==> config.mk <==
export PLATFORM = sky130hd
export DESIGN_NAME = rbm_argmax
export DESIGN_NICKNAME = d
export VERILOG_FILES = /design/src/rtl/rbm_argmax.sv
export SDC_FILE = /design/constraint.sdc
export NUM_CORES = 1
export LEC_CHECK = 0
export ABC_AREA = 0
export BUFFER_PORTS_ARGS = -buffer_cell sky130_fd_sc_hd__buf_2
export CAP_MARGIN = 15
export CORE_MARGIN = 2
export CORE_UTILIZATION = 50
export DETAILED_ROUTE_END_ITERATION = 10
export PLACE_DENSITY = 0.71
export SYNTH_ARGS = -nofsm -noshare
export SYNTH_HDL_FRONTEND = slang
export SYNTH_SLANG_ARGS = --single-unit
==> constraint.sdc <==
create_clock -name clock -period 7.25 [get_ports clock]
set_clock_uncertainty 0.05 [all_clocks]
set_input_delay 1.45 -clock clock [delete_from_list [all_inputs] [get_ports clock]]
set_output_delay 1.45 -clock clock [all_outputs]
set_load 0.01 [all_outputs]
==> src/rtl/rbm_argmax.sv <==
// Argmax over the class scores of an RBM classifier layer: snapshot on finish rising edge,
// serial signed scan (one element per cycle), result held until the consumer accepts it.
module rbm_argmax #(
    parameter int output_dim = 10,
    parameter int bitlength  = 12,
    parameter int idx_width  = 4
) (
    input  logic                               clock,
    input  logic                               reset,
    input  logic                               finish,
    input  logic [output_dim*bitlength-1:0]    OutputDataPort,
    input  logic                               result_ready,
    output logic [idx_width-1:0]               class_idx,
    output logic signed [bitlength-1:0]        max_value,
    output logic                               result_valid,
    output logic                               busy,
    output logic                               tie,
    output logic                               dropped
);

    typedef enum logic [1:0] {
        IDLE = 2'd0,
        SCAN = 2'd1,
        DONE = 2'd2
    } state_t;

    localparam logic [idx_width-1:0] LAST = idx_width'(output_dim - 1);

    state_t                      state;
    logic                        finish_p0;
    logic                        rise_p0;
    logic [idx_width-1:0]        counter;
    logic signed [bitlength-1:0] bank [output_dim];
    logic signed [bitlength-1:0] cand;
    logic signed [bitlength-1:0] first;
    logic                        start;

    assign first = OutputDataPort[bitlength-1:0];
    assign start = (state == IDLE) && rise_p0;

    // Stage p0: sample finish and register its rising edge as a one-cycle event
    always_ff @(posedge clock or negedge reset) begin
        if (!reset) begin
            finish_p0 <= 1'b0;
            rise_p0   <= 1'b0;
        end else begin
            finish_p0 <= finish;
            rise_p0   <= finish & ~finish_p0;
        end
    end

    // Stage p1: snapshot of every score, only written when a scan starts
    always_ff @(posedge clock) begin
        if (start) begin
            for (int i = 0; i < output_dim; i++) begin
                bank[i] <= OutputDataPort[i*bitlength +: bitlength];
            end
        end
    end

    always_comb begin
        cand = bank[0];
        for (int i = 0; i < output_dim; i++) begin
            if (counter == idx_width'(i)) begin
                cand = bank[i];
            end
        end
    end

    // Stage p2: serial compare against the running maximum
    always_ff @(posedge clock or negedge reset) begin
        if (!reset) begin
            state        <= IDLE;
            counter      <= '0;
            class_idx    <= '0;
            max_value    <= '0;
            result_valid <= 1'b0;
            busy         <= 1'b0;
            tie          <= 1'b0;
            dropped      <= 1'b0;
        end else begin
            case (state)
                IDLE: begin
                    if (rise_p0) begin
                        max_value <= first;
                        class_idx <= '0;
                        tie       <= 1'b0;
                        if (output_dim == 1) begin
                            state        <= DONE;
                            result_valid <= 1'b1;
                        end else begin
                            state   <= SCAN;
                            busy    <= 1'b1;
                            counter <= idx_width'(1);
                        end
                    end
                end
                SCAN: begin
                    if (rise_p0) begin
                        dropped <= 1'b1;
                    end
                    // Ties keep the lower index, so only a strictly larger score moves it
                    if (cand > max_value) begin
                        max_value <= cand;
                        class_idx <= counter;
                        tie       <= 1'b0;
                    end else if (cand == max_value) begin
                        tie <= 1'b1;
                    end
                    counter <= counter + idx_width'(1);
                    if (counter == LAST) begin
                        state        <= DONE;
                        busy         <= 1'b0;
                        result_valid <= 1'b1;
                        counter      <= '0;
                    end
                end
                DONE: begin
                    if (rise_p0) begin
                        dropped <= 1'b1;
                    end
                    if (result_ready) begin
                        state        <= IDLE;
                        result_valid <= 1'b0;
                    end
                end
                default: begin
                    state        <= IDLE;
                    busy         <= 1'b0;
                    result_valid <= 1'b0;
                end
            endcase
        end
    end

endmodule

* Word level (Yosys, flattened, before mapping)
Memory sizes are Yosys's and may differ from the RTL's. Index checks and enable logic that the tools add are counted.
Storage, ports and cells: register bits after elaboration 28, RAM bits 120, input port bits 124, output and inout port bits 20, logic and storage cells 79, memories kept 1
Operators by class: $add $sub $neg 1, magnitude comparators 1, equality and inequality tests 17, multiplexer cells 34, bitwise gates (word level) 4, reductions and logical operators 11
Memory list:
- bank | depth 10, width 12, rd ports 10, clocked after memory_dff 0, write ports 10, line 33 | logic signed [bitlength-1:0] bank [output_dim];
Operators by type and width (count):
- 12-bit 2-to-1 mux | 11
- 12-bit case mux with 2 select lines | 1
- 4-bit by 3-bit == test with 1-bit output, second input constant | 4
- 4-bit 2-to-1 mux | 4
- 4-bit case mux with 2 select lines | 2
- 3-bit AND reduction | 5
- 12-bit == test | 1
- 12-bit > comparator | 1
- 1-bit 2-to-1 mux | 9
- 4-bit by 2-bit == test with 1-bit output, second input constant | 2
- 4-bit == test, second input constant | 2
- 2-bit != test, second input constant | 4
- 2-bit 2-to-1 mux | 3
- 1-bit case mux with 3 select lines | 2
- 2-bit case mux with 3 select lines | 1
- 4-bit by 1-bit adder with 4-bit output, second input constant | 1
- 4-bit by 1-bit == test with 1-bit output, second input constant | 1
- 2-bit AND reduction | 2
- 3-bit != test, second input constant | 1
- 1-bit inverter | 3
- 2-bit by 1-bit == test with 1-bit output, second input constant | 1
- 2-bit == test, second input constant | 1
- 2-bit logical NOT | 1
- 1-bit case mux with 2 select lines | 1
- other kinds (4) | 4

* Longest topological paths before layout
Gate-level depths: netlist of the first run.
word-level depth 14, mapped depth 16, depth with buffers taken out 12

* Least setup slack after synthesis of the first run
OpenSTA, ideal clock, no wires.
path kind register -> register, from register state[0], to register max_value[11], setup time 125 ps, arrival 4887 ps, data required time 7075 ps, path slack 2189 ps, cell stages (with the launch flop) 8, buffers on the path 1, period minus slack after synthesis 5061 ps, cells stage by stage dfrtp_1 inv_1 ha_1 and2_1 a21oi_1 a21oi_1 buf_2 mux2_2
Between the ends: word-level cells in the longest chain between the ends 3, elaborated cells between the ends (all ways) 7, those cells by class eq/ne: 3; mux: 1; reduce/logical: 3
Ends and longest elaborated chain:
- from (decl) | line 29 | state_t state;
- from (signal assigned) | line 73 | state <= IDLE;
- from (signal assigned) | line 89 | state <= DONE;
- from (signal assigned) | line 92 | state <= SCAN;
- 2-bit by 1-bit == test with 1-bit output / 2-bit logical NOT (equally long branches) | line 82 | case (state)
- 2-bit != test (no line) / 2-bit nonzero test (equally long branches)
- 3-bit AND reduction (no line)
- to (signal assigned) | line 85 | max_value <= first;
- to (signal assigned) | line 104 | max_value <= cand;
- to (decl) | line 14 | output logic signed [bitlength-1:0] max_value,
Parallel ways exist; a longest one is shown, timed or not. A chain may end at the register's enable or synchronous reset.

* Worst setup path after layout of the first run
from register counter[1], to register max_value[11]
Between the ends: word-level cells in the longest chain between the ends 13, elaborated cells between the ends (all ways) 23, those cells by class order compare: 1; eq/ne: 10; mux: 11; reduce/logical: 1
Ends and longest elaborated chain:
- from (decl) | line 32 | logic [idx_width-1:0] counter;
- from (signal assigned) | line 94 | counter <= idx_width'(1);
- from (signal assigned) | line 110 | counter <= counter + idx_width'(1);
- 4-bit by 1-bit == test with 1-bit output | line 64 | if (counter == idx_width'(i)) begin
- 12-bit 2-to-1 mux (8 in a row) | line 64
- 12-bit 2-to-1 mux * | line 64
- 12-bit > comparator | line 103 | if (cand > max_value) begin
- 2-bit != test (no line)
- 3-bit AND reduction (no line)
Mark *: on every way between the ends. The rest lies on a longest branch, timed or not. The select of a mux whose other input is x is not followed.

==> impl_metrics.toml, run 1 <==
[status]
status = "finished clean"

[setup_path]
setup.worst_path.end_class = "flop"
critPathMaxFanout = 28
worstSetupPathType = "flop to flop"
critPathArrivalTime_ns = 5.35
slowest_stage = "a21oi_1"
crit_chain = "buf_4, nand2b_1, o221a_1, o32a_1, nor3_2, o31ai_1, ha_1, nand3_1, o22ai_1, o22ai_1, a21oi_1, mux2_2"
crit_required_ns = 7.51
cp_common_cell = "o22ai_1"
start_kind = "flop"
cpPeakStageDelay_ns = 0.98
worst-path-buf-inv = 1
path_delay_family = "compound AO/OA/AOI/OAI gates"

[synthesis]
synthCells = 484
yosys.area_share.simple = 0.0863
synthTopCellsByCount = "120 x edfxtp_1, 33 x a21oi_1, 28 x dfrtp_1"
ys_seq_area_frac = 0.654
yosys_warnings = 0
async_flop_share = 0.189
synth_compound_area_frac = 0.139
synth.distinct_cells = 61
yosys.area.top_type = "edfxtp_1"
synth_area_mm2 = 0.00658
syn_nets = 623
synth_ff_type = "edfxtp_1"
synth_area_per_cell_um2 = 13.6
synth_edf_count = 120
ys_seq_elements = 148
synth_top_family_by_area = "compound AO/OA/AOI/OAI gates"
synthMostInstantiatedCell = "edfxtp_1"
synth.mux.area_fraction = 0.0529
synthXorXnorAreaFrac = 0
synth.area.top_cells = "edfxtp_1 55%, dfrtp_1 11%, mux2i_1 3.3%"
synthAdderAreaFrac = 0.0285
synth.top_cell.area_share = 0.548

[routing]
vias_per_cell = 5.81
dr_total_vias = 4677
ant_nets = 0
detail_route.first_pass.iterations = 5
drc = 0
drt_iter0_drc = 541
wl_per_cell_um = 20.1
routed_wl_um = 16200

[placement]
hpwl_um = 11700
dp_slack_ns = 2.23
place_congestion = 0.972
portBuffers = 143

[die]
die_width_um = 119
pin_count = 144
start_util = 0.517
die_area_mm2 = 0.0141
coreArea_mm2 = 0.0127
die_y_um = 119
placementRows = 41

[global_routing]
first_global_vias = 4696
antenna_found_initial = 0
grt_overflow_total = 0
track_usage = 0.241
grt_pass1_wl_um = 25300
grt_max_degree = 74

[clock_network]
cts_hold_buf = 0
htree_levels = 4
cts_tree = "done"
clk_latency_ns = 0.43
cts_sinks = 148
clk_pin_slew_ns = 0.06
cts_buffers = 17
cts_buffer_depth = 2
root_buffer = "clkbuf_16"
cts_resized = 0
cts_setup_buffers = 0

[pwr]
power.density_mw_per_mm2 = 403
leakagePower_nw = 3.11
p_int_mw = 2.02
power_switching_mw = 1.17
switching_share = 0.367
ir_worst_vdd_mv = 0.231
p_comb_frac = 0.375
p_seq_frac = 0.370
power_frac_clock = 0.254

[timing]
tns_ns = 0
period_share = 0.702
fmax_ghz = 0.197
setup_viol = 0
rsz0062_at_grt = "no"
final_max_slew_viol_count = 0
slew_headroom = 0.236
fin_ws_ns = 2.16
period_minus_slack_ns = 5.09
finalHoldViolCount = 0
tightest_slew_ns = 1.15

[layout]
drive_gt1_frac = 0.314
area_delta_synth_final_pct = 20.3
antennaDiodeCount = 0
nets = 759

[run]
maxCapViolCount = 0

[worst_hold_path]
hold_class = "flop to flop"
[flip-flops by register name, summed over array words and instances, names as in the netlist]
name	count
counter	4
dropped	1
max_value	12
rise_p0	1
bank	120
busy	1
finish_p0	1
tie	1
result_valid	1
state	2
class_idx	4
[metrics by stage]
step	power (mW)	hold WS, ns	area, um^2	util	instances
CTS	3.18	0.349	7920	0.623	805
global placement	2.32	0.334	7380	0.580	773
detailed placement	2.37	0.341	7380	0.580	773
floorplan	2.05	0.328	6580	-	484
finish	3.19	0.347	7920	0.623	805
global route	3.38	0.380	7920	0.623	805
[layout make-up]
type / count / area (um^2)
fillers: 1008 / 4800
flip-flops and latches: 148 / 4310
multi-input cells: 281 / 2020
repair buffers: 146 / 738
clock buffers: 20 / 437
well taps: 172 / 215
clock inverters: 12 / 108
inverters: 26 / 97.6
[worst register-to-register path, delay by kind of cell (launching register included)]
kind	cells	cell delay, ns
AND/OR/NAND/NOR	3	0.72
adder cells (fa/ha/maj)	1	0.30
buffers and inverters	1	0.44
multiplexers	1	0.43
AO/OA/AOI/OAI	6	2.23
flip-flops	1	0.79
[kinds of logic after synthesis]
logic type,count (synthesis)
adders and majority gates,15
buffers and inverters,55
DFF,148
and+or+nand+nor,100
muxes,32
AOI/OAI and AO/OA,134
[cells in the final DEF, fill, tap and decap left out, types with 3 or more instances in the layout]
cell type     n
nand2_1      19
or3_1         3
mux2i_1      22
o221a_2       5
clkbuf_1      3
o22ai_1      21
ha_1         15
nor2_1       18
nor3_1       11
buf_4         3
nand3_1       4
nor2b_1       8
a2bb2oi_1    10
mux2_2        8
buf_2       143
clkinvlp_4    3
o21ai_0      13
nand2b_1     12
o21bai_1      4
o31ai_1       4
o221ai_1      4
a21oi_1      33
a31oi_1       7
clkinv_4      4
clkinv_1      3
clkbuf_16    17
a21o_1        5
inv_1        26
dfrtp_1      27
and3_1        9
a211oi_1      9
edfxtp_1    120
[metal layers]
| layer | vias to the layer above | routed length (um) | GRT usage |
|---|---|---|---|
| li1 | 2143 | - | - |
| met1 | 2250 | 6850 | 0.329 |
| met2 | 258 | 7650 | 0.370 |
| met3 | 26 | 1410 | 0.0671 |
| met4 | 0 | 281 | 0.0908 |
| met5 | - | 0 | 0 |
[worst paths after layout]
kind | start | end | slack (ns) | cells after the start
worst max-delay path | counter[1]$_DFFE_PN0P_ | max_value[11]$_DFFE_PN0P_ | 2.16 | 12
worst min-delay path | finish_p0$_DFF_PN0_ | rise_p0$_DFF_PN0_ | 0.35 | 1
worst max register to register | counter[1]$_DFFE_PN0P_ | max_value[11]$_DFFE_PN0P_ | 2.16 | 12
worst min register to register | finish_p0$_DFF_PN0_ | rise_p0$_DFF_PN0_ | 0.35 | 1
max in group asynchronous | reset | counter[1]$_DFFE_PN0P_ | 5.71 | 1
min in group asynchronous | reset | counter[0]$_DFFE_PN0P_ | 0.99 | 1
[power groups by stage]
stage / Sequential [mW] / Combinational, mW / Clock (mW)
2_1_floorplan: 1.15 / 0.906 / 0
3_3_place_gp: 1.19 / 1.13 / 0
3_5_place_dp: 1.20 / 1.17 / 0
4_1_cts: 1.18 / 1.18 / 0.819
5_1_grt: 1.20 / 1.32 / 0.858
6_report: 1.18 / 1.20 / 0.812
Note: power is estimated with default switching activity, not from simulation.
==> run 2: changes to the inputs <==
- CORE_UTILIZATION: 50 -> 49
- PLACE_DENSITY: 0.71 -> 0.73
- clock period: 7.25 -> 4.4 ns (I/O delays scaled with it)
==> run 2 against run 1 <==
Non-clock buffer count rose by 10. Largest power group unchanged. Maximum frequency increased by 27%. Critical path type unchanged. Final cell count increased by 1.7%. Combinational power up 78%. Total power grew 72%. Die area grew 2.0%. First-iteration DRC count decreased by 18%. Core utilization decreased by 1.2 points.
==> impl_metrics.toml, run 2 (synthesis gave the netlist of run 1 again) <==
[setup_path]
worstSetupPathType = "flop to flop"
crit_required_ns = 4.64
start_kind = "flop"
critPathMaxFanout = 19
setup.worst_path.end_class = "flop"
critPathArrivalTime_ns = 4.25

[global_routing]
grt_max_degree = 72
grt_overflow_total = 0
antenna_found_initial = 0
track_usage = 0.241
grt_pass1_wl_um = 25700
first_global_vias = 4716

[routing]
drt_iter0_drc = 442
dr_total_vias = 4650
drc = 0
vias_per_cell = 5.68
ant_nets = 0
routed_wl_um = 16600
wl_per_cell_um = 20.3
detail_route.first_pass.iterations = 4

[layout]
area_delta_synth_final_pct = 22.4
instances_no_fill = 819
layout_commonest_cell = "buf_2"
largest_reg_flops = 120
top_register = "bank"
fillCellCount = 1033
drive_gt1_frac = 0.331
nets = 769
final_cell_mix = "143 x buf_2, 120 x edfxtp_1, 32 x a21oi_1"
antennaDiodeCount = 0
top_regs = "bank (120), max_value (12)"

[die]
pin_count = 144
die_width_um = 120
placementRows = 42
die_y_um = 120
die_area_mm2 = 0.0144
start_util = 0.499
coreArea_mm2 = 0.0132

[timing]
tightest_slew_ns = 0.926
setup_viol = 0
slew_headroom = 0.383
period_minus_slack_ns = 4.00
rsz0062_at_grt = "no"
fmax_ghz = 0.250
final_max_slew_viol_count = 0
period_share = 0.910
tns_ns = 0
finalHoldViolCount = 0

[clock_network]
root_buffer = "clkbuf_16"
cts_buffers = 17
clk_latency_ns = 0.42
cts_sinks = 148
cts_setup_buffers = 0
cts_hold_buf = 0
htree_levels = 4
clk_pin_slew_ns = 0.06
cts_buffer_depth = 2
cts_tree = "done"

[pwr]
ir_worst_vdd_mv = 0.347
leakagePower_nw = 3.18
power.density_mw_per_mm2 = 683

[placement]
hpwl_um = 12000
place_congestion = 0.873
portBuffers = 143
placed_cells = 787

[status]
status = "finished clean"

[run]
maxCapViolCount = 0

[worst_hold_path]
hold_class = "flop to flop"
==> run 2: cell count changes in the layout (fill, tap and decap cells not counted), sizes merged <==
cell      previous run  this run
buf                146       156
clkinv               7         4
bufinv               1         3
clkinvlp             3         5
clkbuf              20        19
==> run 2: repair_timing <==
action / CTS / global route
endpoints found under the hold margin: 0 / 0
gates resized for setup: 0 / 2
setup endpoints to repair: 0 / 6
==> run 2: through the flow <==
step                      setup slack [ns]  instance area [um^2]  hold slack (ns)  power [mW]  utilization
final                                0.397                  8050            0.360        5.50        0.611
after global routing                0.0448                  8050            0.369        5.78        0.611
after CTS                            0.298                  8050            0.358        5.47        0.610
after detailed placement             0.312                  7460            0.350        4.02        0.565
after global placement               0.364                  7460            0.335        3.99        0.565
after floorplan                      0.855                  6580            0.328        3.38            -
==> run 2: path summary, 6_finish.rpt <==
path | start | end | slack, ns | depth (start not counted)
worst max-delay path | counter[1]$_DFFE_PN0P_ | max_value[4]$_DFFE_PN0P_ | 0.40 | 14
worst min-delay path | finish_p0$_DFF_PN0_ | rise_p0$_DFF_PN0_ | 0.36 | 1
worst max register to register | counter[1]$_DFFE_PN0P_ | max_value[4]$_DFFE_PN0P_ | 0.40 | 14
worst min register to register | finish_p0$_DFF_PN0_ | rise_p0$_DFF_PN0_ | 0.36 | 1
max in group asynchronous | reset | counter[1]$_DFFE_PN0P_ | 3.37 | 1
min in group asynchronous | reset | busy$_DFFE_PN0P_ | 0.44 | 1
==> run 2: power by group <==
group | switching (mW) | total, mW | internal (mW)
clock network | 0.562 | 1.45 | 0.889
registers | 0.171 | 1.92 | 1.75
logic | 1.26 | 2.13 | 0.866
==> run 2: area by class of cell <==
type | instances | area (um^2) | area share
Sequential cell | 148 | 4310 | 0.535
Multi-Input combinational cell | 281 | 2020 | 0.251
Timing Repair Buffer | 156 | 813 | 0.101
Clock buffer | 19 | 433 | 0.0538
Tap cell | 176 | 220 | 0.0273
Clock inverter | 13 | 159 | 0.0197
Inverter | 26 | 97.6 | 0.0121
==> run 2: critical path: stages (launching register included) <==
cell      delay (ns)
dfrtp_4         0.59
buf_4           0.27
mux2_2          0.36
o221a_2         0.25
o32ai_1         0.47
a221oi_1        0.26
a21oi_1         0.18
ha_1            0.16
inv_1           0.04
a221oi_1        0.33
o22ai_1         0.14
o22ai_1         0.24
a21oi_2         0.17
buf_4           0.25
mux2i_1         0.12
==> run 2: per-layer routing <==
layer / track usage / wire length, um / vias up / share of wire
li1: - / - / 2165 / -
met4: 0.0860 / 335 / 0 / 0.020
met1: 0.308 / 6950 / 2267 / 0.42
met3: 0.0547 / 1010 / 24 / 0.061
met5: 0 / 0 / - / 0
met2: 0.405 / 8300 / 194 / 0.50
